==> src/rtl/glitch_pulse_gen_if.sv <==
// Control, configuration and status signals between a glitch pulse generator
// and its controller.
interface glitch_pulse_gen_if #(
  parameter int DELAY_W = 16,
  parameter int WIDTH_W = 8,
  parameter int MISS_W  = 8
);
  logic               arm;
  logic               abort;
  logic               trig_in;
  logic [DELAY_W-1:0] delay_cfg;
  logic [WIDTH_W-1:0] width_cfg;
  logic               glitch_out;
  logic               armed;
  logic               busy;
  logic               done;
  logic [MISS_W-1:0]  miss_cnt;

  modport master (
    output arm, abort, trig_in, delay_cfg, width_cfg,
    input  glitch_out, armed, busy, done, miss_cnt
  );

  modport slave (
    input  arm, abort, trig_in, delay_cfg, width_cfg,
    output glitch_out, armed, busy, done, miss_cnt
  );
endinterface

==> src/rtl/glitch_pulse_gen.sv <==
// One-shot glitch pulse generator: after arm, the first trigger starts a
// programmable delay followed by a programmable-width glitch, then done.
module glitch_pulse_gen #(
  parameter int DELAY_W = 16,
  parameter int WIDTH_W = 8,
  parameter int MISS_W  = 8
) (
  input logic               clk_in1,
  input logic               reset,
  glitch_pulse_gen_if.slave pulse_if
);

  typedef enum logic [2:0] {
    S_IDLE   = 3'd0,
    S_ARMED  = 3'd1,
    S_DELAY  = 3'd2,
    S_GLITCH = 3'd3,
    S_DONE   = 3'd4
  } state_t;

  state_t             state_q, state_d;
  logic [DELAY_W-1:0] dcnt_q, dcnt_d;
  logic [WIDTH_W-1:0] wlen_q, wlen_d;
  logic [WIDTH_W-1:0] wcnt_q, wcnt_d;
  logic [MISS_W-1:0]  miss_q, miss_d;
  logic               glitch_q, armed_q, busy_q, done_q;
  logic               glitch_d, armed_d, busy_d, done_d;
  logic               busy_now_s;

  assign busy_now_s = (state_q == S_DELAY) || (state_q == S_GLITCH);

  // Next-state, counter and output decode; counters hold "cycles remaining minus one".
  always_comb begin
    state_d = state_q;
    dcnt_d  = dcnt_q;
    wlen_d  = wlen_q;
    wcnt_d  = wcnt_q;
    miss_d  = miss_q;
    if (pulse_if.abort) begin
      state_d = S_IDLE;
    end else begin
      case (state_q)
        S_IDLE: begin
          if (pulse_if.arm) state_d = S_ARMED;
          else              state_d = S_IDLE;
        end
        S_ARMED: begin
          if (pulse_if.trig_in) begin
            wlen_d = pulse_if.width_cfg;
            dcnt_d = pulse_if.delay_cfg - DELAY_W'(1);
            wcnt_d = pulse_if.width_cfg - WIDTH_W'(1);
            if (pulse_if.width_cfg == {WIDTH_W{1'b0}})      state_d = S_DONE;
            else if (pulse_if.delay_cfg == {DELAY_W{1'b0}}) state_d = S_GLITCH;
            else                                            state_d = S_DELAY;
          end else begin
            state_d = S_ARMED;
          end
        end
        S_DELAY: begin
          if (dcnt_q == {DELAY_W{1'b0}}) begin
            state_d = S_GLITCH;
            wcnt_d  = wlen_q - WIDTH_W'(1);
          end else begin
            dcnt_d  = dcnt_q - DELAY_W'(1);
          end
        end
        S_GLITCH: begin
          if (wcnt_q == {WIDTH_W{1'b0}}) state_d = S_DONE;
          else                           wcnt_d  = wcnt_q - WIDTH_W'(1);
        end
        S_DONE:  state_d = S_IDLE;
        default: state_d = S_IDLE;
      endcase
      if (pulse_if.trig_in && busy_now_s && (miss_q != {MISS_W{1'b1}})) begin
        miss_d = miss_q + MISS_W'(1);
      end else begin
        miss_d = miss_q;
      end
    end
    glitch_d = (state_d == S_GLITCH);
    armed_d  = (state_d == S_ARMED);
    busy_d   = (state_d == S_DELAY) || (state_d == S_GLITCH);
    done_d   = (state_d == S_DONE);
  end

  // State, counters and registered outputs.
  always_ff @(posedge clk_in1) begin
    if (reset) begin
      state_q  <= S_IDLE;
      dcnt_q   <= {DELAY_W{1'b0}};
      wlen_q   <= {WIDTH_W{1'b0}};
      wcnt_q   <= {WIDTH_W{1'b0}};
      miss_q   <= {MISS_W{1'b0}};
      glitch_q <= 1'b0;
      armed_q  <= 1'b0;
      busy_q   <= 1'b0;
      done_q   <= 1'b0;
    end else begin
      state_q  <= state_d;
      dcnt_q   <= dcnt_d;
      wlen_q   <= wlen_d;
      wcnt_q   <= wcnt_d;
      miss_q   <= miss_d;
      glitch_q <= glitch_d;
      armed_q  <= armed_d;
      busy_q   <= busy_d;
      done_q   <= done_d;
    end
  end

  assign pulse_if.glitch_out = glitch_q;
  assign pulse_if.armed      = armed_q;
  assign pulse_if.busy       = busy_q;
  assign pulse_if.done       = done_q;
  assign pulse_if.miss_cnt   = miss_q;

endmodule

==> src/flat_wrapper.sv <==
// flat-port wrapper written by rule: the top's interface ports become plain ports
module glitch_pulse_gen_flat 
#(
  parameter int DELAY_W = 16,
  parameter int WIDTH_W = 8,
  parameter int MISS_W  = 8
)
  (clk_in1, reset, pulse_if_arm, pulse_if_abort, pulse_if_trig_in, pulse_if_delay_cfg, pulse_if_width_cfg, pulse_if_glitch_out, pulse_if_armed, pulse_if_busy, pulse_if_done, pulse_if_miss_cnt);
  glitch_pulse_gen_if #(.DELAY_W(DELAY_W), .WIDTH_W(WIDTH_W), .MISS_W(MISS_W)) pulse_if_i ();
  input logic clk_in1;
  input logic reset;
  input wire logic [$bits(pulse_if_i.arm)-1:0] pulse_if_arm;
  input wire logic [$bits(pulse_if_i.abort)-1:0] pulse_if_abort;
  input wire logic [$bits(pulse_if_i.trig_in)-1:0] pulse_if_trig_in;
  input wire logic [$bits(pulse_if_i.delay_cfg)-1:0] pulse_if_delay_cfg;
  input wire logic [$bits(pulse_if_i.width_cfg)-1:0] pulse_if_width_cfg;
  output wire logic [$bits(pulse_if_i.glitch_out)-1:0] pulse_if_glitch_out;
  output wire logic [$bits(pulse_if_i.armed)-1:0] pulse_if_armed;
  output wire logic [$bits(pulse_if_i.busy)-1:0] pulse_if_busy;
  output wire logic [$bits(pulse_if_i.done)-1:0] pulse_if_done;
  output wire logic [$bits(pulse_if_i.miss_cnt)-1:0] pulse_if_miss_cnt;
  assign pulse_if_i.arm = pulse_if_arm;
  assign pulse_if_i.abort = pulse_if_abort;
  assign pulse_if_i.trig_in = pulse_if_trig_in;
  assign pulse_if_i.delay_cfg = pulse_if_delay_cfg;
  assign pulse_if_i.width_cfg = pulse_if_width_cfg;
  assign pulse_if_glitch_out = pulse_if_i.glitch_out;
  assign pulse_if_armed = pulse_if_i.armed;
  assign pulse_if_busy = pulse_if_i.busy;
  assign pulse_if_done = pulse_if_i.done;
  assign pulse_if_miss_cnt = pulse_if_i.miss_cnt;
  glitch_pulse_gen #(.DELAY_W(DELAY_W), .WIDTH_W(WIDTH_W), .MISS_W(MISS_W)) u_core (.clk_in1(clk_in1), .reset(reset), .pulse_if(pulse_if_i));
endmodule
==> config.mk <==
export PLATFORM = sky130hd
export DESIGN_NAME = glitch_pulse_gen_flat
export DESIGN_NICKNAME = d
export VERILOG_FILES = /design/src/rtl/glitch_pulse_gen_if.sv /design/src/rtl/glitch_pulse_gen.sv /design/src/flat_wrapper.sv
export SDC_FILE = /design/constraint.sdc
export NUM_CORES = 1
export LEC_CHECK = 0
export ABC_CLOCK_PERIOD_IN_PS = 4750
export CORE_AREA = 2 2 69 84
export CTS_CLUSTER_DIAMETER = 40
export DETAILED_ROUTE_END_ITERATION = 10
export DIE_AREA = 0 0 71 86
export PLACE_DENSITY_LB_ADDON = 0.15
export SLEW_MARGIN = 20
export SYNTH_ARGS = -nofsm -noshare
export SYNTH_HDL_FRONTEND = slang
export SYNTH_SLANG_ARGS = --single-unit
==> constraint.sdc <==
create_clock -name clk_in1 -period 4.75 [get_ports clk_in1]
set_input_delay 0.95 -clock clk_in1 [delete_from_list [all_inputs] [get_ports clk_in1]]
set_output_delay 0.95 -clock clk_in1 [all_outputs]
set_load 0.005 [all_outputs]
==> impl_metrics.env <==
export IMPL_htreeDepth=2
export IMPL_die_area_um2=6110
export IMPL_fin_util_pct=68.3
export IMPL_crit_slowest_cell="or4_1"
export IMPL_hold_buffers=0
export IMPL_final_hold_viol_count=0
export IMPL_die_w_um=71
export IMPL_cts_buffer_depth=2
export IMPL_core_um2=5260
export IMPL_switching_share_pct=25.7
export IMPL_yosysMostFrequentCell="dfxtp_1"
export IMPL_critPathMaxFanout=15
export IMPL_grt_max_degree=29
export IMPL_first_pass_iters=5
export IMPL_powerDensity_nw_per_um2=235
export IMPL_drc=0
export IMPL_postCtsSetupBuffers=0
export IMPL_syn_area_um2=3070
export IMPL_gr_total_overflow=0
export IMPL_initial_core_util_pct=58.3
export IMPL_slew_headroom_pct=43.7
export IMPL_cp_start_kind="input port"
export IMPL_wl_um=8180
export IMPL_synth_nets=420
export IMPL_postRouteAntennaNets=0
export IMPL_tns_ps=0
export IMPL_worstSetupPathType="input port to flop"
export IMPL_vias=3135
export IMPL_max_stage_delay_ps=590
export IMPL_status="complete, no violations"
export IMPL_cts_sinks=47
export IMPL_synth_cell_type_count=73
export IMPL_grt_pass1_vias=2940
export IMPL_post_route_period_util_pct=67.1
export IMPL_synth_seq_cells=47
export IMPL_hold_path_class="flop to flop"
export IMPL_cp_required_ps=4960
export IMPL_fin_crit_ps=3190
export IMPL_crit_family="compound AO/OA/AOI/OAI gates"
export IMPL_fp_dieH_um=86
export IMPL_p_int_uw=628
export IMPL_cp_arrival_ps=3400
export IMPL_via_per_inst=6.52
export IMPL_layout_nets=450
export IMPL_maxSlewViolCount=0
export IMPL_ys_top_cells_by_area="dfxtp_1, a21oi_1, nand2_1, nor2_1, nor3_1"
export IMPL_cp_end_kind="flop"
export IMPL_setup_viol=0
export IMPL_path_cells="clkdlybuf4s50_1 > or2_2 > a21oi_1 > o31ai_4 > or4_1 > a31oi_1"
export IMPL_clock_latency_ps=300
export IMPL_peakVddDrop_uv=138
export IMPL_cts_repair_resized=0
export IMPL_io_pins=41
export IMPL_synthArstFlopShare_pct=0
export IMPL_grt_pass1_wl_um=13600
export IMPL_combPwrFrac_pct=15.6
export IMPL_place_gp_congestion=0.921
export IMPL_cts_tree="built"
export IMPL_yosysTopAreaCellShare_pct=30.7
export IMPL_synth_top_flop_cell="dfxtp_1"
export IMPL_synth_top_cell_by_area="dfxtp_1"
export IMPL_fillCellCount=466
export IMPL_syn_to_final_growth_pct=17.1
export IMPL_syn_inst=388
export IMPL_synth_commonest_cells="dfxtp_1, nand2_1, nor2_1, a21oi_1, nor3_1"
export IMPL_io_buffers=40
export IMPL_drive_above_1_share_pct=9.31
export IMPL_drt_iter0_markers=292
export IMPL_syn_avg_cell_area_um2=7.91
export IMPL_fin_worst_skew_ps=5.34
export IMPL_fmax_mhz=314
export IMPL_power_share_sequential_pct=48.0
export IMPL_clk_pin_slew_ps=80
export IMPL_fin_hold_ws_ps=455
export IMPL_clkPwrFrac_pct=36.4
export IMPL_cts_root_buf="clkbuf_8"
export IMPL_maxCapViolations=0
export IMPL_p_leak_uw=0.00125
export IMPL_numCtsBuffers=5
export IMPL_path_buf_inv=1
export IMPL_n_antenna_cell=0
export IMPL_yosysSeqAreaShare_pct=30.7
export IMPL_tightest_slew_ps=842
export IMPL_antenna_found_initial=0
export IMPL_wl_per_cell_um=17.0
export IMPL_p_sw_uw=218
export IMPL_yosysWarnings=0
export IMPL_core_rowCount=29
export IMPL_grt_usage_pct=27.2
export IMPL_synth_edf_count=0
export IMPL_hpwl_um=5860
export IMPL_rsz0062_at_grt="no"
## layer usage
layer  track usage [%]  part of all wire, %  up-vias
li1                  -                    -     1524
met1              32.9                   41     1459
met2              47.0                   50      119
met3              2.47                  5.1       33
met4              15.1                  4.0        0
met5                 0                    0        -
## layout make-up
type / count / area [µm²] / area share (%)
Multi-Input combinational cell: 312 / 1990 / 55.4
Sequential cell: 47 / 941 / 26.2
Timing Repair Buffer: 46 / 445 / 12.4
Clock buffer: 6 / 82.6 / 2.30
Tap cell: 62 / 77.6 / 2.16
Clock inverter: 2 / 35.0 / 0.975
Inverter: 6 / 22.5 / 0.627
## placed cells by master, fill, tap and decap left out, types with 4 or more instances in the layout
cell type,netlist,final
or3_1,6,6
nand2b_1,8,8
o22ai_1,4,4
o21ai_0,10,10
clkbuf_8,0,6
a31oi_1,12,12
a211oi_1,10,10
inv_1,6,6
or4_1,9,9
a21oi_1,31,31
mux2i_1,10,10
nor2_1,36,36
o21ai_1,4,4
nor3_1,22,22
nor4_1,5,5
mux2_2,8,8
nand3_1,10,10
o211ai_1,4,4
dfxtp_1,47,47
clkdlybuf4s50_1,0,40
a311oi_1,4,4
xnor2_1,9,9
a21o_1,5,5
buf_4,1,6
nand4_1,6,6
nand2_1,38,38
## path summary, 6_finish.rpt
| path | startpoint | end | slack (ps) | depth (start not counted) |
|---|---|---|---|---|
| max | pulse_if_abort | u_core.dcnt_q[13]$_SDFFE_PP0P_ | 1560 | 6 |
| min | u_core.wlen_q[1]$_SDFFE_PP0P_ | u_core.wlen_q[1]$_SDFFE_PP0P_ | 450 | 2 |
| max reg2reg | u_core.state_q[0]$_SDFF_PP0_ | u_core.dcnt_q[14]$_SDFFE_PP0P_ | 1690 | 9 |
| min reg2reg | u_core.wlen_q[1]$_SDFFE_PP0P_ | u_core.wlen_q[1]$_SDFFE_PP0P_ | 450 | 2 |
## through the flow
stage	power [µW]	instance area (µm²)	instances	worst slack (ps)
after CTS	849	3590	481	1600
after global routing	879	3590	481	1250
final	845	3590	481	1560
after detailed placement	544	3480	473	1290
after floorplan	491	3070	388	1690
after global placement	541	3480	473	1340
## power by group through the flow
stage / clock network (µW) / logic [µW] / registers [µW]
after global placement: 0 / 127 / 415
after floorplan: 0 / 78.6 / 413
after detailed placement: 0 / 129 / 415
after CTS: 313 / 130 / 406
final: 307 / 132 / 406
after global routing: 328 / 145 / 407
## worst register-to-register path: stages (launching register included)
cell and delay, ps:
dfxtp_1 310, buf_4 220, or3b_1 490, mux2i_1 230, ha_1 240, nor3b_1 440
nand4_1 240, o22ai_1 350, o21ai_0 170, a211o_1 270
## kinds of logic (layout without fill, tap and decap cells)
kind of cell / Yosys count / count (layout) / share of synthesized area [%]
buf+inv: 29 / 60 / 4.49
fa+ha+maj: 3 / 3 / 1.22
simple gates: 167 / 167 / 29.2
compound gates: 112 / 112 / 24.6
xor+xnor: 10 / 10 / 2.86
mux: 20 / 20 / 7.01
flops: 47 / 47 / 30.7
## flip-flops by register name (all words and copies together) (netlist names)
| signal | cells |
|---|---|
| u_core.state_q | 3 |
| u_core.pulse_if.miss_cnt | 8 |
| u_core.wcnt_q | 8 |
| u_core.pulse_if.glitch_out | 1 |
| u_core.pulse_if.busy | 1 |
| u_core.pulse_if.armed | 1 |
| u_core.wlen_q | 8 |
| u_core.dcnt_q | 16 |
| u_core.pulse_if.done | 1 |
Power figures use the tool's default switching activity.
